[config.mk]
export PLATFORM = sky130hd
export DESIGN_NAME = fifo_storage
export DESIGN_NICKNAME = d
export VERILOG_FILES = /design/src/rtl/fifo_pkg.sv /design/src/rtl/fifo_shift_reg.sv /design/src/rtl/fifo_storage.sv
export SDC_FILE = /design/constraint.sdc
export NUM_CORES = 1
export LEC_CHECK = 0
export CORE_MARGIN = 2
export CORE_UTILIZATION = 55
export DETAILED_ROUTE_END_ITERATION = 16
export GPL_ROUTABILITY_DRIVEN = 1
export HOLD_SLACK_MARGIN = 0.06
export MAX_ROUTING_LAYER = met4
export PLACE_DENSITY_LB_ADDON = 0.25
export SLEW_MARGIN = 20
export SYNTH_ARGS = -nofsm -noshare
export SYNTH_HDL_FRONTEND = slang
export SYNTH_HIERARCHICAL = 1
export SYNTH_SLANG_ARGS = --single-unit
[constraint.sdc]
create_clock -name clk -period 1.15 [get_ports clk]
set_clock_uncertainty 0.1 [all_clocks]
set_input_delay 0.23 -clock clk [delete_from_list [all_inputs] [get_ports clk]]
set_output_delay 0.23 -clock clk [all_outputs]
set_load 0.05 [all_outputs]
[src/rtl/fifo_pkg.sv]
// fifo_pkg: shared definitions for the shift-register FIFO data path.
//   ptr_width()      width of the occupancy pointer, $clog2(depth)+1
//   *_RST            reset values for the registered read data and the flags
package fifo_pkg;

   // The extra bit lets the pointer represent a count equal to depth.
   function automatic int unsigned ptr_width(input int unsigned depth);
      return $clog2(depth) + 1;
   endfunction

   localparam logic DOUT_RST_BIT  = 1'b0;
   localparam logic VALID_RST     = 1'b0;
   localparam logic OVERFLOW_RST  = 1'b0;
   localparam logic UNDERFLOW_RST = 1'b0;

endpackage

[src/rtl/fifo_shift_reg.sv]
// fifo_shift_reg: depth-entry shifting word array. Entry 0 receives the newest
// word, and the word in entry depth-1 falls off the end on each shift.
//   clk       rising-edge clock
//   reset     asynchronous active-low reset, clears every entry
//   shift_en  shift all entries up by one and load din into entry 0
//   clr       synchronous clear of every entry, has priority over shift_en
//   din       word loaded on a shift
//   mem       all entries, exposed for an external read mux
module fifo_shift_reg #(
   parameter int unsigned bits  = 4,
   parameter int unsigned depth = 8
) (
   input  logic                       clk,
   input  logic                       reset,
   input  logic                       shift_en,
   input  logic                       clr,
   input  logic [bits-1:0]            din,
   output logic [depth-1:0][bits-1:0] mem
);

   logic [depth-1:0][bits-1:0] mem_q;

   always_ff @(posedge clk or negedge reset) begin
      if (!reset) begin
         mem_q <= '0;
      end else if (clr) begin
         mem_q <= '0;
      end else if (shift_en) begin
         mem_q <= {mem_q[depth-2:0], din};
      end
   end

   assign mem = mem_q;

endmodule

[src/rtl/fifo_storage.sv]
// fifo_storage: data path of the shift-register FIFO. Stores up to depth-1
// words, presents the oldest word on Dout with a one-cycle valid pulse, and
// derives the status flags from the controller's occupancy count pc.
//   clk        rising-edge clock
//   reset      asynchronous active-low reset
//   push       write strobe (controller's push_out)
//   pop        read request
//   Din        write data
//   pc         occupancy from the controller, pre-edge value
//   Dout       registered read data
//   valid      one-cycle pulse, Dout updated by an accepted pop
//   full       pc == depth-1
//   empty      pc == 0
//   pndng      !empty
//   overflow   sticky push-while-full error
//   underflow  sticky pop-while-empty error
// Build option: define FIFO_ERR_FLAGS_EN to implement the sticky error flags;
// otherwise overflow and underflow are tied to 0.
module fifo_storage
   import fifo_pkg::*;
#(
   parameter int unsigned bits  = 4,
   parameter int unsigned depth = 8
) (
   input  logic                          clk,
   input  logic                          reset,
   input  logic                          push,
   input  logic                          pop,
   input  logic [bits-1:0]               Din,
   input  logic [ptr_width(depth)-1:0]   pc,
   output logic [bits-1:0]               Dout,
   output logic                          valid,
   output logic                          full,
   output logic                          empty,
   output logic                          pndng,
   output logic                          overflow,
   output logic                          underflow
);

   localparam int unsigned PcW  = ptr_width(depth);
   localparam int unsigned IdxW = $clog2(depth);

   logic [depth-1:0][bits-1:0] mem;
   logic [bits-1:0]            rd_word;
   logic                       pop_ok;
   logic                       push_ok;
   logic [bits-1:0]            dout_q;
   logic                       valid_q;

   assign empty = (pc == '0);
   assign full  = (pc == PcW'(depth - 1));
   assign pndng = !empty;

   // A pop while full frees a slot in the same edge, so the push still goes in.
   assign pop_ok  = pop && !empty;
   assign push_ok = push && (!full || pop);

   // Oldest word sits at pc-1; only meaningful when pop_ok.
   assign rd_word = mem[IdxW'(pc - PcW'(1))];

   fifo_shift_reg #(
      .bits  (bits),
      .depth (depth)
   ) u_shift_reg (
      .clk      (clk),
      .reset    (reset),
      .shift_en (push_ok),
      .clr      (1'b0),
      .din      (Din),
      .mem      (mem)
   );

   // Read uses pre-shift contents, so simultaneous push/pop returns the true oldest.
   always_ff @(posedge clk or negedge reset) begin
      if (!reset) begin
         dout_q  <= {bits{DOUT_RST_BIT}};
         valid_q <= VALID_RST;
      end else begin
         valid_q <= pop_ok;
         if (pop_ok) begin
            dout_q <= rd_word;
         end
      end
   end

   assign Dout  = dout_q;
   assign valid = valid_q;

`ifdef FIFO_ERR_FLAGS_EN
   logic overflow_q;
   logic underflow_q;

   always_ff @(posedge clk or negedge reset) begin
      if (!reset) begin
         overflow_q  <= OVERFLOW_RST;
         underflow_q <= UNDERFLOW_RST;
      end else begin
         if (push && full && !pop) begin
            overflow_q <= 1'b1;
         end
         if (pop && empty) begin
            underflow_q <= 1'b1;
         end
      end
   end

   assign overflow  = overflow_q;
   assign underflow = underflow_q;
`else
   assign overflow  = OVERFLOW_RST;
   assign underflow = UNDERFLOW_RST;
`endif

endmodule

Word level (Yosys, flattened, before mapping). Index checks and enable logic that the tools add are counted.

Register bits after elaboration: 37. Input bits: 12. Output and inout port bits: 10.

Add/sub/neg operators: 1. Order comparisons: 1. Eq/ne operators: 1. Multiplexer cells: 2. Reductions and logical operators: 6.

Operators by type and width (count): 4-bit binary-select mux with 3-bit select (1); 4-bit by 3-bit == test with 1-bit output, second input constant (1); 4-bit logical NOT (1); 3-bit by 4-bit less-than comparator with 1-bit output, second input constant (1); 4-bit two-way mux (1); 3-bit by 1-bit subtractor with 3-bit output, second input constant (1); 1-bit logical AND (2); 1-bit logical NOT (2); 1-bit logical OR (1).

Depth between registers and ports, before layout.
Word-level depth: 4. Depth in mapped cells: 7. Mapped depth without buffers: 6.

By module. Netlist, hierarchy kept.

By module, submodules not included: fifo_shift_reg (times used 1, cells an instance 103, area an instance 1323.8 sq um); fifo_storage (times used 1, cells an instance 60, area an instance 588.1 sq um).

Least setup slack after synthesis. No wires, ideal clock.

Path type: input-to-output. Start: in pc[0]. End: out pndng. Arrival: 2299 ps. Path slack: -1479 ps. Stages: 4. Buffers on the path: 0. Cell sequence: inv_1 -> ha_1 -> nor3b_1 -> inv_1.

Longest elaborated chain between the ends: 2.

RTL lines: start, declared (line fifo_storage.sv:30) `input logic [ptr_width(depth)-1:0] pc,`; 4-bit logical NOT (line fifo_storage.sv:50) `assign empty = (pc == '0);`; named net empty (line fifo_storage.sv:34) `output logic empty,`; 1-bit logical NOT (line fifo_storage.sv:52) `assign pndng = !empty;`; end, declared (line fifo_storage.sv:35) `output logic pndng,`.

The timed path passes the listed nets, and every way through them passes these cells.

Final worst setup path.
Start: in pc[0]. End: reg u_shift_reg.mem_q (netlist bit u_shift_reg/mem[3]).

Longest elaborated chain between the ends: 4.

RTL lines: 4-bit by 3-bit == test with 1-bit output (line fifo_storage.sv:51) `assign full = (pc == PcW'(depth - 1));`; 1-bit logical NOT (line fifo_storage.sv:56) `assign push_ok = push && (!full || pop);`; 1-bit logical OR (line fifo_storage.sv:56); 1-bit logical AND (line fifo_storage.sv:56); named net push_ok (line fifo_storage.sv:46) `logic push_ok;`; end signal, assigned (line fifo_shift_reg.sv:29) `mem_q <= {mem_q[depth-2:0], din};`; end, declared (line fifo_shift_reg.sv:21) `logic [depth-1:0][bits-1:0] mem_q;`.

The timed path passes the listed nets, and every way through them passes these cells. A chain may end at the register's enable or synchronous reset.

==> impl_metrics.csv <==
group,metric,value,unit
die,num_rows,21,
yosys,async_flop_share,100,%
drt,via_per_inst,5.39,
global_routing,grt_most_used_layer,"met2",
place,placed_area,0.00235,sq mm
sta,setup_viol,44,
clock_tree,clkTransAtPathRegs,0.12,ns
setup_path,ff2ff_path_depth,3,
final_layout,nNetsFinal,227,
die,ios,22,
drt,ant_nets,0,
final_layout,antenna_cells,0,
global_routing,use_met1,26.9,%
final_layout,fillers,194,
power_and_ir_drop,leakage,1.35,nW
sta,max_freq,678,MHz
die,die_h,63.0,microns
final_layout,fin_area,0.00270,sq mm
clock_tree,cts_sinks,37,
drt,wire_per_inst,18.5,microns
yosys,ys_warn_count,6,
global_routing,use_met3,5.95,%
setup_path,critPathLaunchType,"input port",
drt,vias,1397,
die,die_w,63.0,microns
yosys,synth_cell_types,19,
clock_tree,clock_latency,0.34,ns
die,start_util,57.3,%
setup_path,crit_fanout,6,
setup_path,crit_start,"pc[0]",
die,dieArea,0.00396,sq mm
final_layout,regArea,926,sq um
yosys,synth_seq_cells,37,
global_routing,grt_use_met2,47.5,%
clock_tree,ctsRootBufferMaster,"clkbuf_4",
sta,min_period,1.47,ns
clock_tree,hold_buffers,0,
setup_path,crit_required,1.30,ns
yosys,syn_inst,163,
power_and_ir_drop,power.total,0.00289,W
outcome,status,"complete, but fails checks",
place,port_buffers,19,
yosys,synth-main-ff-cell,"dfrtp_1",
run,maxCapViolCount,0,
die,core,0.00334,sq mm
drt,drtIter0Drc,66,
yosys,yosysMostFrequentCell,"mux2i_1",
yosys,yosys-top-cells-area,"dfrtp_1 (48%), mux2i_1 (25%), nor2_1 (6.9%)",
sta,report.final.slew_viol_count,0,
min_path,hold_path.class,"input port to asynchronous set/reset pin",
clock_tree,h-tree-depth,2,
clock_tree,cts_tree,"built",
global_routing,antenna_found_initial,0,
drt,drc,0,
place,place_ws,-1.05,ns
sta,setup_slack,-0.325,ns
final_layout,drive_above_1_share,33.3,%
final_layout,area.growth.synth_to_final,41.0,%
yosys,synth.top_cell.area_share,48.4,%
sta,rsz0062_at_grt,"yes",
global_routing,grt_pass1_wl,7.33,mm
global_routing,grt_use_total,25.6,%
setup_path,worst_setup_path_end_kind,"register",
power_and_ir_drop,worst_ir_drop_vdd,940,uV
global_routing,grt_start_max_net_pins,38,
setup_path,arrival,1.62,ns
drt,wl,4.80,mm
yosys,synth-edff-count,0,
drt,drt_pass1_iterations,4,
final_layout,multi_input_area,973,sq um
place,place.gp.congestion,0.756,
yosys,ys_top_cells_by_count,"mux2i_1 (48), dfrtp_1 (37), nor2_1 (35)",
setup_path,worstSetupPathType,"input port to register",
yosys,yosysSeqAreaShare,48.4,%
power_and_ir_drop,power.density,1070,mW/mm^2
global_routing,grt_pass1_vias,1479,
sta,finalHoldViolCount,0,
clock_tree,cts_buffers,5,
place,hpwl,2.65,mm
yosys,synth_area_leader_cell,"dfrtp_1",
setup_path,r2r-start,"u_shift_reg/mem[25]$_DFFE_PN0P_",
outcome,failed_checks,"setup timing",
yosys,synth_area_per_cell,11.7,sq um
sta,post-route-period-util,128,%
clock_tree,clk_path_buf_depth,2,
yosys,synthesis.area,0.00191,sq mm
global_routing,overflow,0,
-- worst paths after layout --
check / endpoint / slack, ns
hold / removal: u_shift_reg/mem[19]$_DFFE_PN0P_ / 0.13
hold reg to reg: u_shift_reg/mem[30]$_DFFE_PN0P_ / 0.46
min in group clk: valid$_DFF_PN0_ / 0.36
setup reg to reg: Dout[1]$_DFFE_PN0P_ / -0.03
max in group asynchronous: u_shift_reg/mem[8]$_DFFE_PN0P_ / 0.62
setup / recovery: u_shift_reg/mem[3]$_DFFE_PN0P_ / -0.32
-- per-stage QoR --
step	cells	TNS, ns	hold slack (ns)	util (%)
finish	259	-9.73	0.129	80.8
global route	259	-10.78	0.144	80.8
CTS	254	-9.53	0.144	79.7
detailed placement	232	-35.00	0.422	70.3
global placement	232	-34.06	0.408	70.3
floorplan	169	-7.33	-0.166	-
-- cell usage in the layout, fill, tap and decap left out, drive strengths merged --
master         instances
and2                   2
nand2b                 1
clkbuf                 8
clkinv                 2
o31ai                  4
dfrtp                 37
xnor2                  1
inv                    4
clkdlybuf4s50          6
nor2                  35
o31a                   1
conb                   7
mux2i                 48
a22o                   8
ha                     3
nand2                  5
nor3b                  1
buf                   39
dlygate4sd2            1
-- cell type report --
| cell class | instances | share of cell area (%) |
|---|---|---|
| clock buffer | 6 | 1.53 |
| clock inverter | 2 | 0.371 |
| inverter | 4 | 1.25 |
| multi-input combinational | 116 | 36.1 |
| sequential | 37 | 34.3 |
| tap | 46 | 2.13 |
| timing repair buffer | 48 | 24.3 |
-- registers in the layout, indices dropped and copies added (netlist names) --
name and flops:
valid 1, Dout 4, u_shift_reg/mem 32
-- logic make-up (layout without fill, tap and decap cells) --
logic type,after synthesis,in the layout,share of synthesized area [%]
AO/OA/AOI/OAI,13,13,6.74
XOR/XNOR,1,1,0.458
adder cells (fa/ha/maj),3,3,1.96
buffers and inverters,16,60,7.59
flip-flops,37,37,48.4
multiplexers,48,48,25.1
other,1,7,0.196
AND/OR/NAND/NOR,44,44,9.49
-- repair_timing --
action	4_1_cts	5_1_grt
pin swaps	7	2
buffers inserted	9	6
gates resized for setup	24	10
endpoints found under the setup margin	45	44
cloned	5	0
-- critical path, cell delays in order --
cell     delay [ns]
buf_12         0.10
buf_4          0.13
ha_4           0.14
nand2_4        0.05
o31a_4         0.38
buf_4          0.16
buf_8          0.13
mux2i_1        0.21
nor2_1         0.09
-- per-layer routing --
layer  vias to the layer above  share of wire (%)
li1                        655                  -
met1                       709                 40
met2                        24                 56
met3                         9                3.2
met4                         0                1.5
met5                         -                  0
-- where the power goes --
part,switching [W],internal (W)
Sequential,0.0000439,0.00134
Combinational,0.000402,0.000439
Clock,0.000430,0.000233
Total,0.000876,0.00201
Power figures use the tool's default switching activity.
